`src/rtl/pooling_pkg.sv`:
```
// ============================================================================
//  Module      : pooling_pkg
//  Description : Shared types and elaboration helpers for the streaming pooler.
//  Revision    : 1.0 - initial release
// ============================================================================
`default_nettype none

package pooling_pkg;

  typedef enum logic {
    POOL_AVG = 1'b0,
    POOL_MAX = 1'b1
  } pool_mode_t;

  typedef enum logic [1:0] {
    ST_IDLE  = 2'd0,
    ST_RUN   = 2'd1,
    ST_DRAIN = 2'd2,
    ST_DONE  = 2'd3
  } pool_state_t;

  // log2 of the window size; only 2 and 4 are legal, anything else maps to 1
  function automatic int pool_log2(input int pool);
    return (pool == 4) ? 2 : 1;
  endfunction

  function automatic bit pool_params_ok(input int img_w, input int img_h, input int pool);
    return ((pool == 2) || (pool == 4)) && ((img_w % pool) == 0) && ((img_h % pool) == 0)
           && (img_w >= pool) && (img_h >= pool);
  endfunction

endpackage

`default_nettype wire

```
`src/rtl/pooling_acc_bank.sv`:
```
// ============================================================================
//  Module      : pooling_acc_bank
//  Description : One accumulator per window column; loads, sums or keeps max.
//  Revision    : 1.0 - initial release
// ============================================================================
`default_nettype none

module pooling_acc_bank
  import pooling_pkg::*;
#(
  parameter int DATA_W = 16,
  parameter int POOL   = 2,
  parameter int N_ACC  = 14,
  parameter int IDX_W  = 4
) (
  input  logic                     clk,
  input  logic                     rst,
  input  logic                     i_en,
  input  logic                     i_first,
  input  pool_mode_t               i_mode,
  input  logic [IDX_W-1:0]         i_idx,
  input  logic signed [DATA_W-1:0] i_pixel,
  output logic signed [DATA_W-1:0] o_result
);

  localparam int c_SHIFT = 2 * pool_log2(POOL);
  localparam int c_ACC_W = DATA_W + c_SHIFT;

  logic signed [c_ACC_W-1:0] r_acc [N_ACC];
  logic signed [c_ACC_W-1:0] w_cur;
  logic signed [c_ACC_W-1:0] w_px_ext;
  logic signed [c_ACC_W-1:0] w_comb;

  assign w_cur    = r_acc[i_idx];
  assign w_px_ext = {{c_SHIFT{i_pixel[DATA_W-1]}}, i_pixel};

  always_comb begin
    w_comb = w_px_ext;
    if (!i_first) begin
      if (i_mode == POOL_AVG) begin
        w_comb = w_cur + w_px_ext;
      end else if (w_px_ext > w_cur) begin
        w_comb = w_px_ext;
      end else begin
        w_comb = w_cur;
      end
    end
  end

  // Arithmetic shift by c_SHIFT then truncation is exactly the top DATA_W bits
  assign o_result = (i_mode == POOL_AVG) ? w_comb[c_ACC_W-1:c_SHIFT] : w_comb[DATA_W-1:0];

  always_ff @(posedge clk) begin
    if (rst) begin
      for (int i = 0; i < N_ACC; i++) begin
        r_acc[i] <= '0;
      end
    end else if (i_en) begin
      r_acc[i_idx] <= w_comb;
    end
  end

endmodule

`default_nettype wire

```
`src/rtl/pooling_stream.sv`:
```
// ============================================================================
//  Module      : pooling_stream
//  Description : Streaming POOLxPOOL average/max pooling over a raster image.
//  Revision    : 1.0 - initial release
// ============================================================================
`default_nettype none

module pooling_stream
  import pooling_pkg::*;
#(
  parameter int DATA_W = 16,
  parameter int IMG_W  = 28,
  parameter int IMG_H  = 28,
  parameter int POOL   = 2
) (
  input  logic                     clk,
  input  logic                     rst,
  input  logic                     start,
  input  logic                     mode,
  input  logic                     in_valid,
  output logic                     in_ready,
  input  logic signed [DATA_W-1:0] in_pixel,
  output logic                     out_valid,
  input  logic                     out_ready,
  output logic signed [DATA_W-1:0] out_pixel,
  output logic                     busy,
  output logic                     finish
);

  localparam int c_LOG_P = pool_log2(POOL);
  localparam int c_N_ACC = IMG_W / POOL;
  localparam int c_IDX_W = (c_N_ACC > 1) ? $clog2(c_N_ACC) : 1;
  localparam int c_COL_W = $clog2(IMG_W);
  localparam int c_ROW_W = $clog2(IMG_H);

  if (!pool_params_ok(IMG_W, IMG_H, POOL)) begin : g_param_check
    $error("pooling_stream: POOL must be 2 or 4 and divide IMG_W and IMG_H");
  end

  pool_state_t               r_state;
  pool_mode_t                r_mode;
  logic [c_COL_W-1:0]        r_col;
  logic [c_ROW_W-1:0]        r_row;
  logic                      r_out_valid;
  logic signed [DATA_W-1:0]  r_out_pixel;

  logic                      w_in_hs;
  logic                      w_out_hs;
  logic                      w_first;
  logic                      w_win_last;
  logic                      w_frame_last;
  logic [c_IDX_W-1:0]        w_idx;
  logic signed [DATA_W-1:0]  w_result;

  // Stall input while a result is waiting so the output register is never overwritten
  assign in_ready     = (r_state == ST_RUN) && !(r_out_valid && !out_ready);
  assign w_in_hs      = in_valid && in_ready;
  assign w_out_hs     = r_out_valid && out_ready;
  assign w_first      = (r_row[c_LOG_P-1:0] == '0) && (r_col[c_LOG_P-1:0] == '0);
  assign w_win_last   = (&r_row[c_LOG_P-1:0]) && (&r_col[c_LOG_P-1:0]);
  assign w_frame_last = (r_row == c_ROW_W'(IMG_H - 1)) && (r_col == c_COL_W'(IMG_W - 1));
  assign w_idx        = c_IDX_W'(r_col >> c_LOG_P);

  pooling_acc_bank #(
    .DATA_W (DATA_W),
    .POOL   (POOL),
    .N_ACC  (c_N_ACC),
    .IDX_W  (c_IDX_W)
  ) u_acc_bank (
    .clk      (clk),
    .rst      (rst),
    .i_en     (w_in_hs),
    .i_first  (w_first),
    .i_mode   (r_mode),
    .i_idx    (w_idx),
    .i_pixel  (in_pixel),
    .o_result (w_result)
  );

  always_ff @(posedge clk) begin
    if (rst) begin
      r_state     <= ST_IDLE;
      r_mode      <= POOL_AVG;
      r_col       <= '0;
      r_row       <= '0;
      r_out_valid <= 1'b0;
      r_out_pixel <= '0;
    end else begin
      if (w_in_hs && w_win_last) begin
        r_out_valid <= 1'b1;
        r_out_pixel <= w_result;
      end else if (w_out_hs) begin
        r_out_valid <= 1'b0;
      end

      if (w_in_hs) begin
        if (r_col == c_COL_W'(IMG_W - 1)) begin
          r_col <= '0;
          r_row <= (r_row == c_ROW_W'(IMG_H - 1)) ? '0 : r_row + 1'b1;
        end else begin
          r_col <= r_col + 1'b1;
        end
      end

      case (r_state)
        ST_IDLE: begin
          if (start) begin
            r_state <= ST_RUN;
            r_mode  <= pool_mode_t'(mode);
            r_col   <= '0;
            r_row   <= '0;
          end
        end
        ST_RUN: begin
          if (w_in_hs && w_frame_last) begin
            r_state <= ST_DRAIN;
          end
        end
        ST_DRAIN: begin
          if (w_out_hs) begin
            r_state <= ST_DONE;
          end
        end
        ST_DONE: r_state <= ST_IDLE;
        default: r_state <= ST_IDLE;
      endcase
    end
  end

  assign out_valid = r_out_valid;
  assign out_pixel = r_out_pixel;
  assign busy      = (r_state == ST_RUN) || (r_state == ST_DRAIN);
  assign finish    = (r_state == ST_DONE);

endmodule

`default_nettype wire

```
`config.mk`:
```
export PLATFORM = sky130hd
export DESIGN_NAME = pooling_stream
export DESIGN_NICKNAME = d
export VERILOG_FILES = /design/src/rtl/pooling_pkg.sv /design/src/rtl/pooling_acc_bank.sv /design/src/rtl/pooling_stream.sv
export SDC_FILE = /design/constraint.sdc
export NUM_CORES = 1
export LEC_CHECK = 0
export BUFFER_PORTS_ARGS = -buffer_cell sky130_fd_sc_hd__buf_2
export CAP_MARGIN = 20
export CELL_PAD_IN_SITES_DETAIL_PLACEMENT = 0
export CELL_PAD_IN_SITES_GLOBAL_PLACEMENT = 1
export CORE_ASPECT_RATIO = 0.9
export CORE_MARGIN = 2
export CORE_UTILIZATION = 56
export DETAILED_ROUTE_END_ITERATION = 16
export GPL_ROUTABILITY_DRIVEN = 1
export HOLD_SLACK_MARGIN = 0.02
export PLACE_DENSITY_LB_ADDON = 0.2
export SLEW_MARGIN = 20
export SYNTH_ARGS = -nofsm -noshare
export SYNTH_HDL_FRONTEND = slang
export SYNTH_HIERARCHICAL = 1
export SYNTH_SLANG_ARGS = --single-unit
```
`constraint.sdc`:
```
create_clock -name clk -period 7.99 [get_ports clk]
set_input_delay 0.799 -clock clk [delete_from_list [all_inputs] [get_ports clk]]
set_output_delay 0.799 -clock clk [all_outputs]
set_load 0.01 [all_outputs]
```
After elaboration in Yosys (flattened, before gate mapping)
Memories as Yosys holds them, arrays and structs flattened. A register that Yosys moved wholly into a read port is not among the register bits.
Cells that the tools add are included.
{"block": "word_totals", "regBits": 30, "mem_bits_rw": 252, "out_inout_bits": 20, "memories": 1}
{"block": "op_classes", "add_sub_neg": 3, "order_cmp": 1, "n_eq_ne": 8, "mux": 28, "bitwise": 2, "n_reduce_logical": 17}
{"memory": "u_acc_bank.r_acc", "words": 14, "width": 18, "read_ports": 1, "rd_clocked_by_memory_dff": 1, "wr": 14, "line": "pooling_acc_bank.sv:29", "source": "logic signed [c_ACC_W-1:0] r_acc [N_ACC];"}
{"operator": "18-bit two-way mux", "n": 4}
{"operator": "5-bit two-way mux", "n": 9}
{"operator": "18-bit by 16-bit adder with 18-bit output", "n": 1}
{"operator": "16-bit by 18-bit greater-than comparator with 1-bit output", "n": 1}
{"operator": "18-bit OR reduction", "n": 1}
{"operator": "16-bit two-way mux", "n": 1}
{"operator": "5-bit by 1-bit adder with 5-bit output, second input constant", "n": 2}
{"operator": "5-bit equality test, second input constant", "n": 2}
{"operator": "1-bit logical AND", "n": 9}
{"operator": "1-bit two-way mux", "n": 8}
{"operator": "4-bit two-way mux", "n": 2}
{"operator": "2-bit one-hot mux with 4 select lines", "n": 1}
{"operator": "2-bit two-way mux", "n": 3}
{"operator": "2-bit equality test, second input constant", "n": 2}
{"operator": "2-bit inequality test, second input constant", "n": 2}
{"operator": "3-bit AND reduction", "n": 1}
{"operator": "2-bit by 1-bit equality test with 1-bit output, second input constant", "n": 1}
{"operator": "1-bit zero test", "n": 2}
{"operator": "2-bit zero test", "n": 1}
{"operator": "2-bit by 1-bit inequality test with 1-bit output, second input constant", "n": 1}
{"operator": "1-bit inverter", "n": 2}
{"operator": "2-bit AND reduction", "n": 1}
{"operator": "2-bit nonzero test", "n": 1}
{"operator": "1-bit logical OR", "n": 1}

Depth between registers and ports, before layout
Gate-level depths: netlist of the first run.
{"block": "depth", "ltp_word": 10, "depth_mapped": 21}

Cells and area by module
Netlist of the first run, hierarchy kept.
{"module": "pooling_acc_bank", "instances": 1, "cells_each": 1124, "area_each_um2": 15039.4}
{"module": "pooling_stream", "instances": 1, "cells_each": 141, "area_each_um2": 1340.0}

Worst setup path after synthesis of the first run
No wires, ideal clock.
{"block": "synth_path", "path_type": "reg2reg", "startpoint": "reg r_col[1]", "endpoint": "mem u_acc_bank/r_acc[10][14] in the netlist's numbering, data pin", "arrival_time_ps": 4369, "t_required_ps": 7726, "setup_slack_ps": 3357, "path_stages_with_launch": 18, "n_path_buf": 5, "synth_period_minus_slack_ps": 4633, "cell_sequence": "dfxtp_1 buf_6 buf_12 buf_4 buf_4 mux4_2 a22oi_1 nand2_1 ha_1 fa_1 nor2b_1 o311ai_1 a21oi_1 a2111oi_0 o211ai_1 a21oi_1 buf_2 nor3_1"}
{"element": "start, declared", "line": "pooling_stream.sv:42", "source": "logic [c_COL_W-1:0] r_col;"}
{"element": "start signal, assigned", "line": "pooling_stream.sv:101", "source": "r_col <= r_col + 1'b1;"}
{"element": "end, declared", "line": "pooling_acc_bank.sv:29"}

==> results of run 1 <==
[worst max-delay path, stage by stage (launching register included)]
cell                      delay [ns]
sky130_fd_sc_hd__dfxtp_4        0.98
sky130_fd_sc_hd__buf_4          0.36
sky130_fd_sc_hd__mux4_1         0.59
sky130_fd_sc_hd__mux4_2         0.54
sky130_fd_sc_hd__inv_2          0.08
sky130_fd_sc_hd__ha_1           0.29
sky130_fd_sc_hd__and3_1         0.20
sky130_fd_sc_hd__o21ai_0        0.27
sky130_fd_sc_hd__a31oi_1        0.16
sky130_fd_sc_hd__o21ai_1        0.63
sky130_fd_sc_hd__nand3_1        0.52
sky130_fd_sc_hd__o32ai_2        0.75
sky130_fd_sc_hd__nor3_1         0.18
[synth_stat cells (3+ instances only)]
library cell / n
sky130_fd_sc_hd__edfxtp_1: 288
sky130_fd_sc_hd__nor2_1: 216
sky130_fd_sc_hd__nor3_1: 81
sky130_fd_sc_hd__mux4_2: 67
sky130_fd_sc_hd__inv_1: 54
sky130_fd_sc_hd__ha_1: 49
sky130_fd_sc_hd__nand2_1: 48
sky130_fd_sc_hd__clkbuf_1: 47
sky130_fd_sc_hd__a21oi_1: 34
sky130_fd_sc_hd__nor4_1: 33
sky130_fd_sc_hd__dfxtp_1: 30
sky130_fd_sc_hd__mux2i_1: 29
sky130_fd_sc_hd__nand2b_1: 28
sky130_fd_sc_hd__nand3_1: 20
sky130_fd_sc_hd__buf_2: 19
sky130_fd_sc_hd__mux4_1: 19
sky130_fd_sc_hd__nand4_1: 12
sky130_fd_sc_hd__o21ai_0: 12
sky130_fd_sc_hd__nor2b_1: 10
sky130_fd_sc_hd__nor3_2: 10
sky130_fd_sc_hd__buf_4: 9
sky130_fd_sc_hd__a211o_1: 7
sky130_fd_sc_hd__a211oi_1: 7
sky130_fd_sc_hd__buf_6: 6
sky130_fd_sc_hd__o21a_1: 6
sky130_fd_sc_hd__o22ai_1: 6
sky130_fd_sc_hd__a22oi_1: 5
sky130_fd_sc_hd__and2_1: 5
sky130_fd_sc_hd__o211ai_1: 5
sky130_fd_sc_hd__a221oi_1: 4
sky130_fd_sc_hd__a311o_1: 4
sky130_fd_sc_hd__o31ai_1: 4
sky130_fd_sc_hd__xnor2_1: 4
sky130_fd_sc_hd__a2111oi_0: 3
sky130_fd_sc_hd__a31oi_1: 3
sky130_fd_sc_hd__and3_1: 3
sky130_fd_sc_hd__buf_12: 3
sky130_fd_sc_hd__nand4b_1: 3
sky130_fd_sc_hd__nor3b_1: 3
sky130_fd_sc_hd__o2111ai_1: 3
sky130_fd_sc_hd__o21bai_1: 3
sky130_fd_sc_hd__or4_1: 3
[metal layers]
layer	vias to the layer above	GRT usage, %	share of wire (%)
li1	4911	-	-
met1	5661	42.1	40
met5	-	0	0
met3	101	6.14	9.0
met2	598	48.9	48
met4	0	9.84	3.0
[logic make-up after synthesis]
family,after synthesis,synth area share (%)
simple gates,487,14.3
flops,318,56.5
buf+inv,144,4.30
compound gates,143,6.61
mux,117,14.2
fa+ha+maj,50,3.87
xor+xnor,6,0.321
[where the power goes]
group          switching [uW]  total [uW]  leakage (uW)  internal (uW)
registers                22.9        1910       0.00306           1880
clock network             663        1550      0.000521            890
logic                     408         591       0.00299            183
[through the flow]
stage	cells	utilization, %
detailed placement	1660	58.7
global route	1720	62.5
CTS	1719	62.4
floorplan	1265	-
finish	1721	62.5
global placement	1660	58.7
[registers in the layout, summed over array words and instances (netlist names)]
signal / cells
u_acc_bank/r_acc: 288
r_col: 5
out_valid: 1
r_state: 2
out_pixel: 16
r_row: 5
r_mode: 1
[worst min-delay path by stage]
stage                      start      endpoint  slack, ns  cells past startpoint
finish              out_pixel[0]  out_pixel[0]       0.49                      2
global placement    out_pixel[9]  out_pixel[9]       0.47                      2
global route        out_pixel[6]  out_pixel[6]       0.51                      2
detailed placement  out_pixel[7]  out_pixel[7]       0.48                      2
floorplan               r_row[1]      r_row[1]       0.47                      2
CTS                 out_pixel[7]  out_pixel[7]       0.50                      2
[layout make-up]
cell class / instances / share of cell area (%)
Antenna cell: 1 / 0.0139
Sequential cell: 318 / 51.3
Timing Repair Buffer: 88 / 3.09
Multi-Input combinational cell: 803 / 35.7
Tap cell: 396 / 2.75
Inverter: 56 / 1.16
Clock inverter: 18 / 1.10
Clock buffer: 41 / 4.86
==> results.md, run 1 <==
Placed design:
- The instance area after placement is 16900 um^2.
- The final weighted congestion of routability-driven global placement is 0.902.
- The HPWL after detailed placement is 28.9 mm.
- The worst setup timing slack at the placement stage is 2.05 ns.
- The number of port buffers is 41.

Global route:
- The residual overflow from global routing is 0.
- Entering global routing, the biggest net connects 52 pins.
- The initial antenna violation count came to 0.
- The global-route usage over all layers is 30.4%.
- The number of global-route vias before repair is 10.9k.
- The global-route wire length before repair is 68.1 mm.

Critical path:
- For the worst setup path, the data required time is 8.21 ns.
- The capture point of the worst path is u_acc_bank/r_acc[15][9].
- STA classifies the critical path startpoint as a flop.
- The maximum fanout along the worst path is 51.
- The cell count of the worst reg-to-reg path is 12.
- The worst setup path is captured at a flop.
- The worst register-to-register path begins at r_col[1].
- The type of the worst setup path is reg -> reg.
- The flop-to-flop setup slack is 2.11 ns.
- The worst register-to-register path ends at u_acc_bank/r_acc[15][9].
- At the worst endpoint, the arrival time is 6.10 ns.
- The source of the critical timing path is r_col[1].

Timing:
- The headroom to the max-slew limit is 26.5%.
- The max-slew violation count is 0.
- Adding up every negative setup slack in the final design gives 0 ns.
- Setup slack closes at 2.11 ns.
- Setup violations remaining at the end of the flow were counted as 0.
- The achievable frequency is 0.170 GHz.
- The actual slew at the worst max-slew pin is 1.10 ns.
- Counting I/O delays and the setup requirement, the final critical path takes 5.88 ns.
- Setup repair after global routing left no endpoint under its margin.
- The tightest hold path in the finished design has a slack of 0.491 ns.
- The largest clock skew in the final design is 0.0146 ns.
- The final critical path takes up 73.7% of the cycle.
- The final count of hold timing violations came to 0.

Detailed routing:
- After the first detailed-routing iteration, the DRC count stood at 1466.
- After detailed routing, the number of remaining DRC violations is 0.
- The pre-antenna-repair detailed-routing pass consisted of 7 iterations.
- The remaining antenna violation count is 0.
- Using the TritonRoute via totals, the vias-per-cell ratio works out to 6.55.
- After detailed routing, the average wire length per cell comes to 26.8 um.
- Across all layers, the routed design uses 11.3k vias.
- Summed over all layers, the routed wires come to 46.1 mm.

Synthesis:
- The cell area after synthesis is 16400 um^2.
- The number of nets in the synthesized netlist is 1337.
- The warning count from the yosys run is 6.
- The instance count of the mapped netlist is 1265.
- The post-synthesis sequential element count is 318.
- After synthesis, the cell types taking the most area are sky130_fd_sc_hd__edfxtp_1 53%, sky130_fd_sc_hd__mux4_2 9.2%, sky130_fd_sc_hd__nor2_1 4.9%.
- The number of flops mapped to enable cells by yosys is 288.
- The library cell with the largest summed area after synthesis is sky130_fd_sc_hd__edfxtp_1.
- After synthesis, the largest area contributor takes up 52.8% of total cell area.
- Among all flip-flop cells after synthesis, the most frequent one is sky130_fd_sc_hd__edfxtp_1.
- For this run, asynchronously set or reset flops after synthesis account for 0%.
- The count of cell types in the netlist is 84.
- Of the synthesized area, sequential elements account for 56.5%.
- A synthesized cell averages 12.9 um^2.

Final layout:
- After the last flow step, the layout net total stands at 1373.
- Counting the fill cells in the layout gives 2225.
- The fraction of layout cells with a size suffix above 1 is 18.5%.
- In the layout the commonest cells are 288 x sky130_fd_sc_hd__edfxtp_1, 213 x sky130_fd_sc_hd__nor2_1, 81 x sky130_fd_sc_hd__nor3_1, 67 x sky130_fd_sc_hd__mux4_2, 54 x sky130_fd_sc_hd__inv_1.
- The multi-input combinational cell area is 6440 um^2.
- Summing all flip-flop and latch instances after layout gives 9260 um^2.
- The most common cell after layout, fill and taps aside is sky130_fd_sc_hd__edfxtp_1.
- The area growth from synthesis to layout is 10.2%.
- Once layout is done, the placed cells without fillers occupy 18000 um^2.

Floorplanning:
- The region available for standard cell placement spans 28900 um^2.
- The die span in y is 166 um.
- The starting density of the core is 56.7%.
- The die footprint is 30600 um^2.
- The die is 184 um wide.
- In this run the core area contains 59 standard-cell rows.
- The I/O pin count is 42.

Clock network:
- The clock-pin slew reported for the worst setup and hold paths after clock tree synthesis is 0.06 ns.
- For this design, the sink count on the clock tree is 318.
- The clock passes through at most 3 buffers.
- The later-pin clock latency in the skew report is 0.53 ns.
- TritonCTS built the clock tree.
- The cell at the root of the clock tree is sky130_fd_sc_hd__clkbuf_16.
- Post-CTS timing repair inserted 0 buffers for setup.
- Clock tree synthesis inserted a total of 34 buffers.
- The number of buffers added to fix hold violations after cts is 0.
- The clock tree synthesis step divided the H-tree into 2 levels.
- The number of gates resized after CTS was 0.

Worst hold path:
- The path class of the tightest hold or removal check is reg -> reg.

Power:
- The power density of the placed cells is 225 nW/um^2.
- The worst supply voltage drop on vdd is 178 uV.
- For this design the static power due to leakage is 0.00657 uW.
- The final total power is 4050 uW.

Run:
- The number of maximum-capacitance violations is 0.

Outcome:
- The flow ran to the end, and the final reports show no timing, DRC or antenna violations.
Power figures use the tool's default switching activity.
==> run 2, diff against run 1 <==
--- a/config.mk
+++ b/config.mk
@@ -11,7 +11,7 @@
 export CELL_PAD_IN_SITES_GLOBAL_PLACEMENT = 1
 export CORE_ASPECT_RATIO = 0.9
 export CORE_MARGIN = 2
-export CORE_UTILIZATION = 56
+export CORE_UTILIZATION = 47
 export DETAILED_ROUTE_END_ITERATION = 16
 export GPL_ROUTABILITY_DRIVEN = 1
 export HOLD_SLACK_MARGIN = 0.02
==> constraint.sdc (replaced) <==
create_clock -name clk -period 5.2 [get_ports clk]
set_input_delay 0.52 -clock clk [delete_from_list [all_inputs] [get_ports clk]]
set_output_delay 0.52 -clock clk [all_outputs]
set_load 0.01 [all_outputs]
==> run 2 against run 1 <==
  * Clock skew rose by 0.0072 ns
  * Worst setup slack worse by 1.8 ns
  * Critical path depth stayed put
  * Cell area grew 2.7%
  * Utilization fell by 8.3 points
  * First-iteration DRC count decreased by 27%
  * Sequential power grew 53%
  * Non-clock buffer count rose by 37
  * Global-route usage is 4.2 points lower
  * Clock-buffer cell count down 1
  * Total power is 58% higher
  * Register-to-register slack got worse by 1.8 ns
  * Largest power group unchanged
==> results.md, run 2 (synthesis results as in run 1) <==
Clock network:
- The root buffer cell chosen for the clock tree is sky130_fd_sc_hd__clkbuf_16.
- The clock-pin slew reported for the worst setup and hold paths after clock tree synthesis is 0.06 ns (about the same).
- The later-pin clock latency in the skew report is 0.54 ns (about the same).
- The maximum level of the CTS H-tree is 2 (unchanged).
- The CTS sink count was 318 (unchanged).
- The total CTS buffers is 36 (+5.9%).
- The number of buffers added to fix hold violations after cts is 0 (unchanged).
- The clock tree from TritonCTS is done.
- The clock tree buffer depth is 3 (unchanged).

Global route:
- The residual overflow from global routing came to 0 (unchanged).
- The initial antenna violation count is 0 (unchanged).
- The global-route met2 utilization is 42.6% (-6.2 points).
- The routing layer with the top usage in global route is met2.
- The number of global-route vias before repair is 10.9k (+0.30%).
- The global-route wire length before repair is 70.8 mm (+3.9%).
- The met3 usage was 3.79% (-2.4 points).
- The largest net degree at the start of global routing is 44 (-15%).
- The global-route usage over all layers is 26.3% (-4.2 points).
- The global routing met1 resource utilization was 37.6% (-4.4 points).

Timing:
- The actual slew at the worst max-slew pin is 1.10 ns (+0.00268 ns).
- The sum of negative setup slack is 0 ns (unchanged).
- The achievable frequency is 0.204 GHz (+20%).
- The largest clock skew in the final design was 0.0218 ns (+0.00721 ns).
- The setup-violating endpoint count in the final report is 0 (unchanged).
- The smallest setup slack after layout is 0.291 ns (-1.81 ns).
- The final period utilization was 94.4% (+21 points).
- Setup repair after global routing left no endpoint under its margin.
- The max-slew violation count was 0 (unchanged).
- The headroom to the max-slew limit came to 26.2% (-0.33 points).
- The final count of hold timing violations was 0 (unchanged).
- The post-layout minimum cycle time is 4.91 ns (-0.976 ns).

Outcome:
- The run finished with clean final reports.

Power:
- The total leakage power was 0.00682 uW (+3.7%).
- The power density of the placed cells was 345 nW/um^2 (+54%).
- The worst supply voltage drop on vdd is 197 uV (+10%).
- The final total power was 6390 uW (+58%).

Critical path:
- The endpoint identified for the worst register-to-register timing path is u_acc_bank/r_acc[6][14].
- The reg-to-reg startpoint is r_col[1].
- The type of element launching the critical path is a flop.
- The flop-to-flop setup slack was 0.29 ns (-1.81 ns).
- The cell count of the worst reg-to-reg path is 12 (unchanged).
- The worst setup path is captured at a flop.
- The maximum fanout along the worst path is 19 (-63%).
- The required time at the endpoint of the critical path came to 5.44 ns (-2.77 ns).
- The worst setup path is of the reg -> reg kind.
- The signal arrival time at the worst endpoint is 5.15 ns (-0.95 ns).

Detailed routing:
- The routed length per placed instance is 25.9 um (-3.3%).
- The post-route DRC violation count came to 0 (unchanged).
- The remaining antenna violation count is 0 (unchanged).
- The detailed-router iteration count before antenna repair is 7 (unchanged).
- The via-per-instance ratio is 6.17 (-5.8%).
- The number of violations reported at the end of detailed-routing iteration 0 was 1076 (-27%).
- The vias after detailed routing came to 11.3k (+0.053%).
- The aggregate routed wire length is 47.4 mm (+2.7%).

Final layout:
- The register with the highest flop count is u_acc_bank/r_acc.
- The summed area of non-filler cells in the final layout is 18500 um^2 (+2.7%).
- The most common cell after layout, fill and taps aside is sky130_fd_sc_hd__edfxtp_1.
- The area added between synthesis and finish is 13.2%.
- The top cell types in the final layout, fill and taps aside, are 288 x sky130_fd_sc_hd__edfxtp_1, 215 x sky130_fd_sc_hd__nor2_1, 81 x sky130_fd_sc_hd__nor3_1, 80 x sky130_fd_sc_hd__buf_4, 67 x sky130_fd_sc_hd__mux4_2.
- The number of nets in the layout is 1412 (+2.8%).
- The fraction of layout cells with a size suffix above 1 was 20.8% (+2.3 points).
- The flip-flop count of the largest register after layout came to 288 (unchanged).
- The final cell utilization of the core is 54.2% (-8.3 points).

Worst hold path:
- For hold timing, the worst endpoint is r_mode.
- The hold-critical path depth is 3 (+1).
- The start point of the worst hold path is mode.
- The worst hold path class is in -> reg.

Floorplanning:
- The die footprint is 36400 um^2 (+19%).
- The chip width is 201 um (+9.0%).
- The placeable core region came to 34200 um^2 (+18%).
- The starting density of the core came to 47.9% (-8.8 points).
- The number of placement rows is 64 (+8.5%).
- The I/O pin count was 42 (unchanged).
- The die span in y came to 181 um (+8.9%).

Placed design:
- The worst setup timing slack at the placement stage is 0.278 ns (-1.77 ns).
- The instance area after placement came to 17400 um^2 (+2.4%).
- The final weighted congestion of routability-driven global placement was 0.874 (-3.1%).
- The HPWL after detailed placement is 29.9 mm (+3.5%).
- The number of port buffers is 41 (unchanged).

Run:
- The number of maximum-capacitance violations is 0 (unchanged).
-- run 2: cell types whose count changed in the layout (fill, tap and decap cells not counted), sizes merged --
cell      change
clkinvlp      +1
clkbuf        -1
clkinv        +4
buf          +37
-- run 2: stage by stage --
step / hold WS (ns) / std cells
after CTS: 0.239 / 1826
final: 0.253 / 1828
after global placement: 0.468 / 1763
after detailed placement: 0.478 / 1763
after floorplan: 0.466 / 1265
after global routing: 0.251 / 1827
-- run 2: layout make-up --
class / instances / area (um^2)
diodes: 1 / 2.50
clock buffers: 40 / 937
clock inverters: 23 / 214
fillers: 2906 / 15700
inverters: 56 / 210
multi-input cells: 803 / 6450
flip-flops and latches: 318 / 9260
well taps: 462 / 578
repair buffers: 125 / 886
-- run 2: where the power goes --
part | internal, uW | leakage [uW] | switching, uW | total, uW
registers | 2900 | 0.00306 | 32.8 | 2930
logic | 324 | 0.00319 | 643 | 967
clock network | 1460 | 0.000559 | 1040 | 2490
total | 4680 | 0.00682 | 1710 | 6390
-- run 2: what timing repair did --
| item | CTS | global route |
|---|---|---|
| resized for setup | 0 | 3 |
| endpoints found under the setup margin | 0 | 29 |
| setup buffers | 0 | 0 |
-- run 2: per-layer routing --
layer	vias up	wire length, um	share of wire [%]
met3	75	3640	7.7
met4	0	1030	2.2
met1	5683	20100	42
li1	5002	-	-
met5	-	0	0
met2	517	22600	48
-- run 2: worst max-delay path by stage --
stage	start	endpoint	slack, ns	cells after the start
after CTS	r_col[1]	u_acc_bank/r_acc[12][4]	0.26	13
after global placement	r_col[1]	u_acc_bank/r_acc[7][4]	0.28	13
after global routing	r_col[1]	u_acc_bank/r_acc[12][4]	0.007	13
final	r_col[1]	u_acc_bank/r_acc[6][14]	0.29	12
after floorplan	r_col[1]	u_acc_bank/r_acc[4][14]	0.57	17
after detailed placement	r_col[1]	u_acc_bank/r_acc[12][4]	0.28	13
-- run 2: worst max-delay path, stage by stage, from the launching register on --
cell and delay [ns]:
sky130_fd_sc_hd__dfxtp_4 0.57, sky130_fd_sc_hd__buf_4 0.26, sky130_fd_sc_hd__mux4_1 0.56, sky130_fd_sc_hd__mux4_2 0.61, sky130_fd_sc_hd__fa_1 0.48, sky130_fd_sc_hd__nor2b_1 0.17
sky130_fd_sc_hd__o311ai_1 0.35, sky130_fd_sc_hd__a21oi_1 0.26, sky130_fd_sc_hd__a2111oi_0 0.58, sky130_fd_sc_hd__o211ai_1 0.20, sky130_fd_sc_hd__a21oi_1 0.23, sky130_fd_sc_hd__buf_4 0.24
sky130_fd_sc_hd__nor3_1 0.08
